File: src/rtl/logic_unit_pkg.sv
// Shared definitions for the pipelined logic unit.
// Holds the op code width and the op code encodings used by the core and the bench.
package logic_unit_pkg;

  localparam int unsigned LU_OP_W = 3;

  localparam logic [LU_OP_W-1:0] LU_OR    = 3'b000;
  localparam logic [LU_OP_W-1:0] LU_XOR   = 3'b001;
  localparam logic [LU_OP_W-1:0] LU_AND   = 3'b010;
  localparam logic [LU_OP_W-1:0] LU_NOTA  = 3'b011;
  localparam logic [LU_OP_W-1:0] LU_NOR   = 3'b100;
  localparam logic [LU_OP_W-1:0] LU_XNOR  = 3'b101;
  localparam logic [LU_OP_W-1:0] LU_NAND  = 3'b110;
  localparam logic [LU_OP_W-1:0] LU_PASSA = 3'b111;

endpackage

File: src/rtl/logic_unit_core.sv
// Combinational bitwise logic unit: maps (a, b, op) to a result plus zero and parity flags.
// Ports:
//   a, b    operands (data_size bits)
//   op      operation select (LU_OP_W bits)
//   result  bitwise result (data_size bits)
//   zero    result == 0
//   parity  XOR-reduce of result
module logic_unit_core
  import logic_unit_pkg::*;
#(
  parameter int unsigned data_size = 8
) (
  input  logic [data_size-1:0] a,
  input  logic [data_size-1:0] b,
  input  logic [LU_OP_W-1:0]   op,
  output logic [data_size-1:0] result,
  output logic                 zero,
  output logic                 parity
);

  always_comb begin
    result = '0;
    case (op)
      LU_OR:    result = a | b;
      LU_XOR:   result = a ^ b;
      LU_AND:   result = a & b;
      LU_NOTA:  result = ~a;
      LU_NOR:   result = ~(a | b);
      LU_XNOR:  result = ~(a ^ b);
      LU_NAND:  result = ~(a & b);
      LU_PASSA: result = a;
      default:  result = '0;
    endcase
    zero   = ~|result;
    parity = ^result;
  end

endmodule

File: src/rtl/logic_unit_pipe.sv
// Two-stage pipelined logic unit with valid/ready handshakes on both sides.
// S1 captures the operands and op code; S2 registers the core's result and flags.
// Ports:
//   clk, rst        clock (rising edge), synchronous active-high reset
//   a_in, b_in      operands
//   op_code         operation select
//   in_valid        input handshake valid
//   in_ready        input handshake ready (combinational from out_ready, low in reset)
//   result_out      registered result
//   zero_out        result_out == 0
//   parity_out      XOR-reduce of result_out
//   out_valid       output handshake valid
//   out_ready       output handshake ready
module logic_unit_pipe
  import logic_unit_pkg::*;
#(
  parameter int unsigned data_size    = 8,
  parameter int unsigned op_code_size = 3
) (
  input  logic                    clk,
  input  logic                    rst,
  input  logic [data_size-1:0]    a_in,
  input  logic [data_size-1:0]    b_in,
  input  logic [op_code_size-1:0] op_code,
  input  logic                    in_valid,
  output logic                    in_ready,
  output logic [data_size-1:0]    result_out,
  output logic                    zero_out,
  output logic                    parity_out,
  output logic                    out_valid,
  input  logic                    out_ready
);

  if (op_code_size != LU_OP_W) begin : g_op_w_check
    $error("logic_unit_pipe: op_code_size must be 3");
  end

  logic                    s1_v;
  logic [data_size-1:0]    s1_a;
  logic [data_size-1:0]    s1_b;
  logic [op_code_size-1:0] s1_op;

  logic                    s2_adv;
  logic                    s1_adv;

  logic [data_size-1:0]    core_result;
  logic                    core_zero;
  logic                    core_parity;

  // A stage may advance when it is empty or the stage after it is moving.
  always_comb begin
    s2_adv   = !out_valid || out_ready;
    s1_adv   = !s1_v || s2_adv;
    in_ready = s1_adv && !rst;
  end

  always_ff @(posedge clk) begin
    if (rst) begin
      s1_v  <= 1'b0;
      s1_a  <= '0;
      s1_b  <= '0;
      s1_op <= '0;
    end else if (s1_adv) begin
      s1_v <= in_valid;
      if (in_valid) begin
        s1_a  <= a_in;
        s1_b  <= b_in;
        s1_op <= op_code;
      end
    end
  end

  logic_unit_core #(
    .data_size (data_size)
  ) u_core (
    .a      (s1_a),
    .b      (s1_b),
    .op     (s1_op),
    .result (core_result),
    .zero   (core_zero),
    .parity (core_parity)
  );

  always_ff @(posedge clk) begin
    if (rst) begin
      out_valid  <= 1'b0;
      result_out <= '0;
      zero_out   <= 1'b1;
      parity_out <= 1'b0;
    end else if (s2_adv) begin
      out_valid <= s1_v;
      if (s1_v) begin
        result_out <= core_result;
        zero_out   <= core_zero;
        parity_out <= core_parity;
      end
    end
  end

endmodule

File: config.mk
export PLATFORM = sky130hd
export DESIGN_NAME = logic_unit_pipe
export DESIGN_NICKNAME = d
export VERILOG_FILES = /design/src/rtl/logic_unit_pkg.sv /design/src/rtl/logic_unit_core.sv /design/src/rtl/logic_unit_pipe.sv
export SDC_FILE = /design/constraint.sdc
export NUM_CORES = 1
export LEC_CHECK = 0
export CAP_MARGIN = 20
export CORE_AREA = 2 2 68 70
export DETAILED_ROUTE_END_ITERATION = 12
export DIE_AREA = 0 0 70 72
export PLACE_DENSITY = 0.7
export SLEW_MARGIN = 0
export SYNTH_ARGS = -nofsm -noshare
export SYNTH_HDL_FRONTEND = slang
export SYNTH_SLANG_ARGS = --single-unit
File: constraint.sdc
create_clock -name clk -period 4.6 [get_ports clk]
set_clock_uncertainty 0.15 [all_clocks]
set_input_delay 0.92 -clock clk [delete_from_list [all_inputs] [get_ports clk]]
set_output_delay 0.92 -clock clk [all_outputs]
set_load 0.02 [all_outputs]
==> run metrics <==
synthesis-to-finish area growth=23.5%; static leakage=about 0.95 nW; area fraction in compound gates after synthesis=about an eighth; count of flip-flops with a built-in enable after synthesis=0; total placed instance area=between 0.002 and 0.0025 sq mm; full die area=0.00504 sq mm; Filler cells=418; worst vdd rail ir drop=between 0.1 and 0.15 mV; Routed WL per cell=roughly 11 um; DRC violation count after routing=0; Antenna Cells=0; area share of the largest cell type after synthesis=between 30% and 40%; worst slew pin tran=0.771 ns; all-layer global routing usage=13.9%; Mapped Nets=245; clock latency on the worst-skew pair=roughly 0.28 ns; dominant cell type by area after synthesis=sky130_fd_sc_hd__dfxtp_1; post-synthesis adder-cell area fraction=~14%; longest individual stage delay on the worst path=roughly 0.61 ns; Yosys Warn Count=0; maximum level of the CTS H-tree=2; setup repair after global routing missed its margin=false; synth top area cells=sky130_fd_sc_hd__dfxtp_1, sky130_fd_sc_hd__ha_1, sky130_fd_sc_hd__nand2_1; worst slew slack as a fraction of its limit=48.6%; category of the worst setup path capture point=output pin; synthesized instance count=approximately 200; cell area after layout=0.00228 sq mm; via count of the first global-routing pass=around 1,300; CP Launch Type=input pin; DPL Wire Length=roughly 2.3 mm; clock tree from TritonCTS=built; Root Driver=sky130_fd_sc_hd__clkbuf_8; Clock Sink Count=31; total power per unit cell area=between 200 and 300 mW/mm^2; routed wire length=roughly 3.1 mm; core area=around 0.0043 sq mm; Final Net Count=approximately 280; fraction of the core area covered by cells at the end of the flow=a little over half; starting DRC count in detailed routing=a little under 50; number of instances resized during post-cts repair=0; class of the tightest hold or removal check=reg -> reg; post-synthesis cell area=roughly 0.0018 sq mm; grt ovf=0; list of most frequent post-synthesis cells=sky130_fd_sc_hd__nand2_1, sky130_fd_sc_hd__dfxtp_1, sky130_fd_sc_hd__inv_1, sky130_fd_sc_hd__a21oi_1, sky130_fd_sc_hd__ha_1; share of the yosys chip area belonging to registers=between 30 and 40%; count of hold-fix buffers inserted at cts=0; arrival time at the worst endpoint=approximately 2.3 ns; first-pass detailed-route iteration total=4; share of synthesized cell area in and, or, nand and nor gates=~15%; most frequent cell after synthesis=sky130_fd_sc_hd__nand2_1; most used flip-flop cell after synthesis=sky130_fd_sc_hd__dfxtp_1; slowest stage cell on the critical path=sky130_fd_sc_hd__clkdlybuf4s50_1; family with the most delay on the worst path=buffers and inverters; clock buffer count from CTS=5; Worst Hold Margin=0.318 ns; maximum buffer depth of the clock tree=2; worst path buffer plus inverter count=2; via/cell ratio=a little under 5; final critical delay including setup and external delays=~3.4 ns; fin crit share=about three quarters; final estimated routing congestion in global placement=~0.73; Cell Rows=24; Die Y=roughly 70 um; Crit path required time=3.53 ns; share of async-settable or async-resettable flops after synthesis=0%; final slew viol count=0; run status=finished clean; Clock Pin Slew Worst Setup and Hold Paths=0.06 ns; post-CTS repair timing setup buffer count=0; layout cells sized above 1=approximately 11%; Crit Path Class=in -> out; critical-path maximum fanout=3; initial antenna violation count=0; Top Ports=35; mux cell area share after synthesis=a little under a tenth; final number of hold-violating endpoints=0; pin count of the biggest net entering global routing=33; x dimension of the die=70 um; worst path cell trace=clkdlybuf4s50_1 -> and3b_1 -> nor2_1 -> clkdlybuf4s50_1; number of vias after detailed routing=1,382; wire length of the first global-routing pass=approximately 5.6 mm; post-synthesis average cell area=9.15 sq um; Final WS setup=1.23 ns; achievable frequency=between 200 and 300 MHz; Unique masters post-synth=32; Starting Density=around 43%; total of endpoints with negative setup slack in the final report=0; Antenna Violating Nets Remaining=0; setup_tns=0 ns; Synth Area in XOR/XNOR=under 10%; dominant combinational cell family by area after synthesis=simple AND/OR/NAND/NOR gates; post-placement worst setup slack=~1.2 ns; max capacitance violation total=0; number of I/O port buffers=34; #FFs+latches synth=31; most frequent cell on the critical path=sky130_fd_sc_hd__clkdlybuf4s50_1
-- worst paths after layout --
| path | from | endpoint | slack [ns] | cells after the start |
|---|---|---|---|---|
| setup / recovery | out_ready | in_ready | 1.23 | 4 |
| hold reg to reg | zero_out$_SDFFE_PP1P_ | zero_out$_SDFFE_PP1P_ | 0.32 | 1 |
| setup reg to reg | s1_op[2]$_SDFFE_PP0P_ | parity_out$_SDFFE_PP0P_ | 2.02 | 8 |
| hold / removal | zero_out$_SDFFE_PP1P_ | zero_out$_SDFFE_PP1P_ | 0.32 | 1 |
-- logic make-up after synthesis --
| kind of cell | Yosys count |
|---|---|
| flip-flops | 31 |
| AO/OA/AOI/OAI | 34 |
| multiplexers | 7 |
| XOR/XNOR | 12 |
| AND/OR/NAND/NOR | 62 |
| buffers and inverters | 36 |
| adder cells (fa/ha/maj) | 20 |
-- flip-flops by register name, indices dropped and copies added (netlist names) --
| register | flops |
|---|---|
| s1_a | 8 |
| s1_op | 3 |
| parity_out | 1 |
| s1_b | 8 |
| result_out | 8 |
| zero_out | 1 |
| out_valid | 1 |
| s1_v | 1 |
-- placed cells by master, fill, tap and decap left out --
cell | synthesis | layout
sky130_fd_sc_hd__a211o_1 | 1 | 1
sky130_fd_sc_hd__a211oi_1 | 5 | 5
sky130_fd_sc_hd__a211oi_2 | 5 | 5
sky130_fd_sc_hd__a21oi_1 | 20 | 20
sky130_fd_sc_hd__a31o_2 | 1 | 1
sky130_fd_sc_hd__and2_1 | 1 | 1
sky130_fd_sc_hd__and3b_1 | 1 | 1
sky130_fd_sc_hd__and4bb_2 | 1 | 1
sky130_fd_sc_hd__buf_4 | 1 | 2
sky130_fd_sc_hd__clkbuf_8 | 0 | 5
sky130_fd_sc_hd__clkdlybuf4s50_1 | 0 | 34
sky130_fd_sc_hd__clkinv_2 | 0 | 3
sky130_fd_sc_hd__dfxtp_1 | 31 | 31
sky130_fd_sc_hd__ha_1 | 20 | 20
sky130_fd_sc_hd__inv_1 | 24 | 24
sky130_fd_sc_hd__mux4_1 | 4 | 4
sky130_fd_sc_hd__mux4_2 | 3 | 3
sky130_fd_sc_hd__nand2_1 | 39 | 39
sky130_fd_sc_hd__nand2b_2 | 1 | 1
sky130_fd_sc_hd__nand3b_1 | 1 | 1
sky130_fd_sc_hd__nand4_1 | 1 | 1
sky130_fd_sc_hd__nor2_1 | 13 | 13
sky130_fd_sc_hd__nor2b_1 | 1 | 1
sky130_fd_sc_hd__nor3b_1 | 1 | 1
sky130_fd_sc_hd__nor4b_1 | 1 | 1
sky130_fd_sc_hd__o21ai_2 | 1 | 1
sky130_fd_sc_hd__o41ai_2 | 1 | 1
sky130_fd_sc_hd__or2_1 | 1 | 1
sky130_fd_sc_hd__xnor2_1 | 7 | 7
sky130_fd_sc_hd__xnor2_2 | 3 | 3
sky130_fd_sc_hd__xor2_1 | 2 | 2
-- stage by stage --
step / std cells / total power, W
floorplan: 202 / 0.000434
global placement: 278 / 0.000482
detailed placement: 278 / 0.000486
CTS: 286 / 0.000692
global route: 286 / 0.000724
finish: 286 / 0.000679
-- routing by layer --
layer	GRT usage, %	part of all wire [%]	up-vias
met1	15.8	45	618
met4	5.77	1.5	0
met3	3.89	4.0	4
met2	24.6	49	26
li1	-	-	734
met5	0	0	-
-- power breakdown --
| group | switching, W | total (W) | internal [W] | leakage (nW) |
|---|---|---|---|---|
| combinational | 0.0000788 | 0.000173 | 0.0000943 | 0.645 |
| clock | 0.0000984 | 0.000202 | 0.000103 | 0.0477 |
| sequential | 0.0000174 | 0.000304 | 0.000287 | 0.256 |
| total | 0.000195 | 0.000679 | 0.000484 | 0.948 |
-- worst reg2reg max path, cell delays in order, from the launching register on --
cell and delay (ns):
sky130_fd_sc_hd__dfxtp_1 0.79, sky130_fd_sc_hd__xnor2_1 0.20, sky130_fd_sc_hd__a211oi_2 0.27, sky130_fd_sc_hd__a211oi_2 0.07, sky130_fd_sc_hd__or2_1 0.23, sky130_fd_sc_hd__ha_1 0.28, sky130_fd_sc_hd__xor2_1 0.17, sky130_fd_sc_hd__xnor2_1 0.12
sky130_fd_sc_hd__a211oi_1 0.21
-- final cells by class --
cell class                      instances  area (sq um)  share of cell area [%]
Clock inverter                          3          15.0                   0.658
Clock buffer                            5          68.8                    3.02
Inverter                               24          90.1                    3.95
Timing Repair Buffer                   36           355                    15.6
Sequential cell                        31           621                    27.2
Tap cell                               52          65.1                    2.85
Multi-Input combinational cell        135          1070                    46.8
No activity file was read; power rests on OpenSTA's default activity.
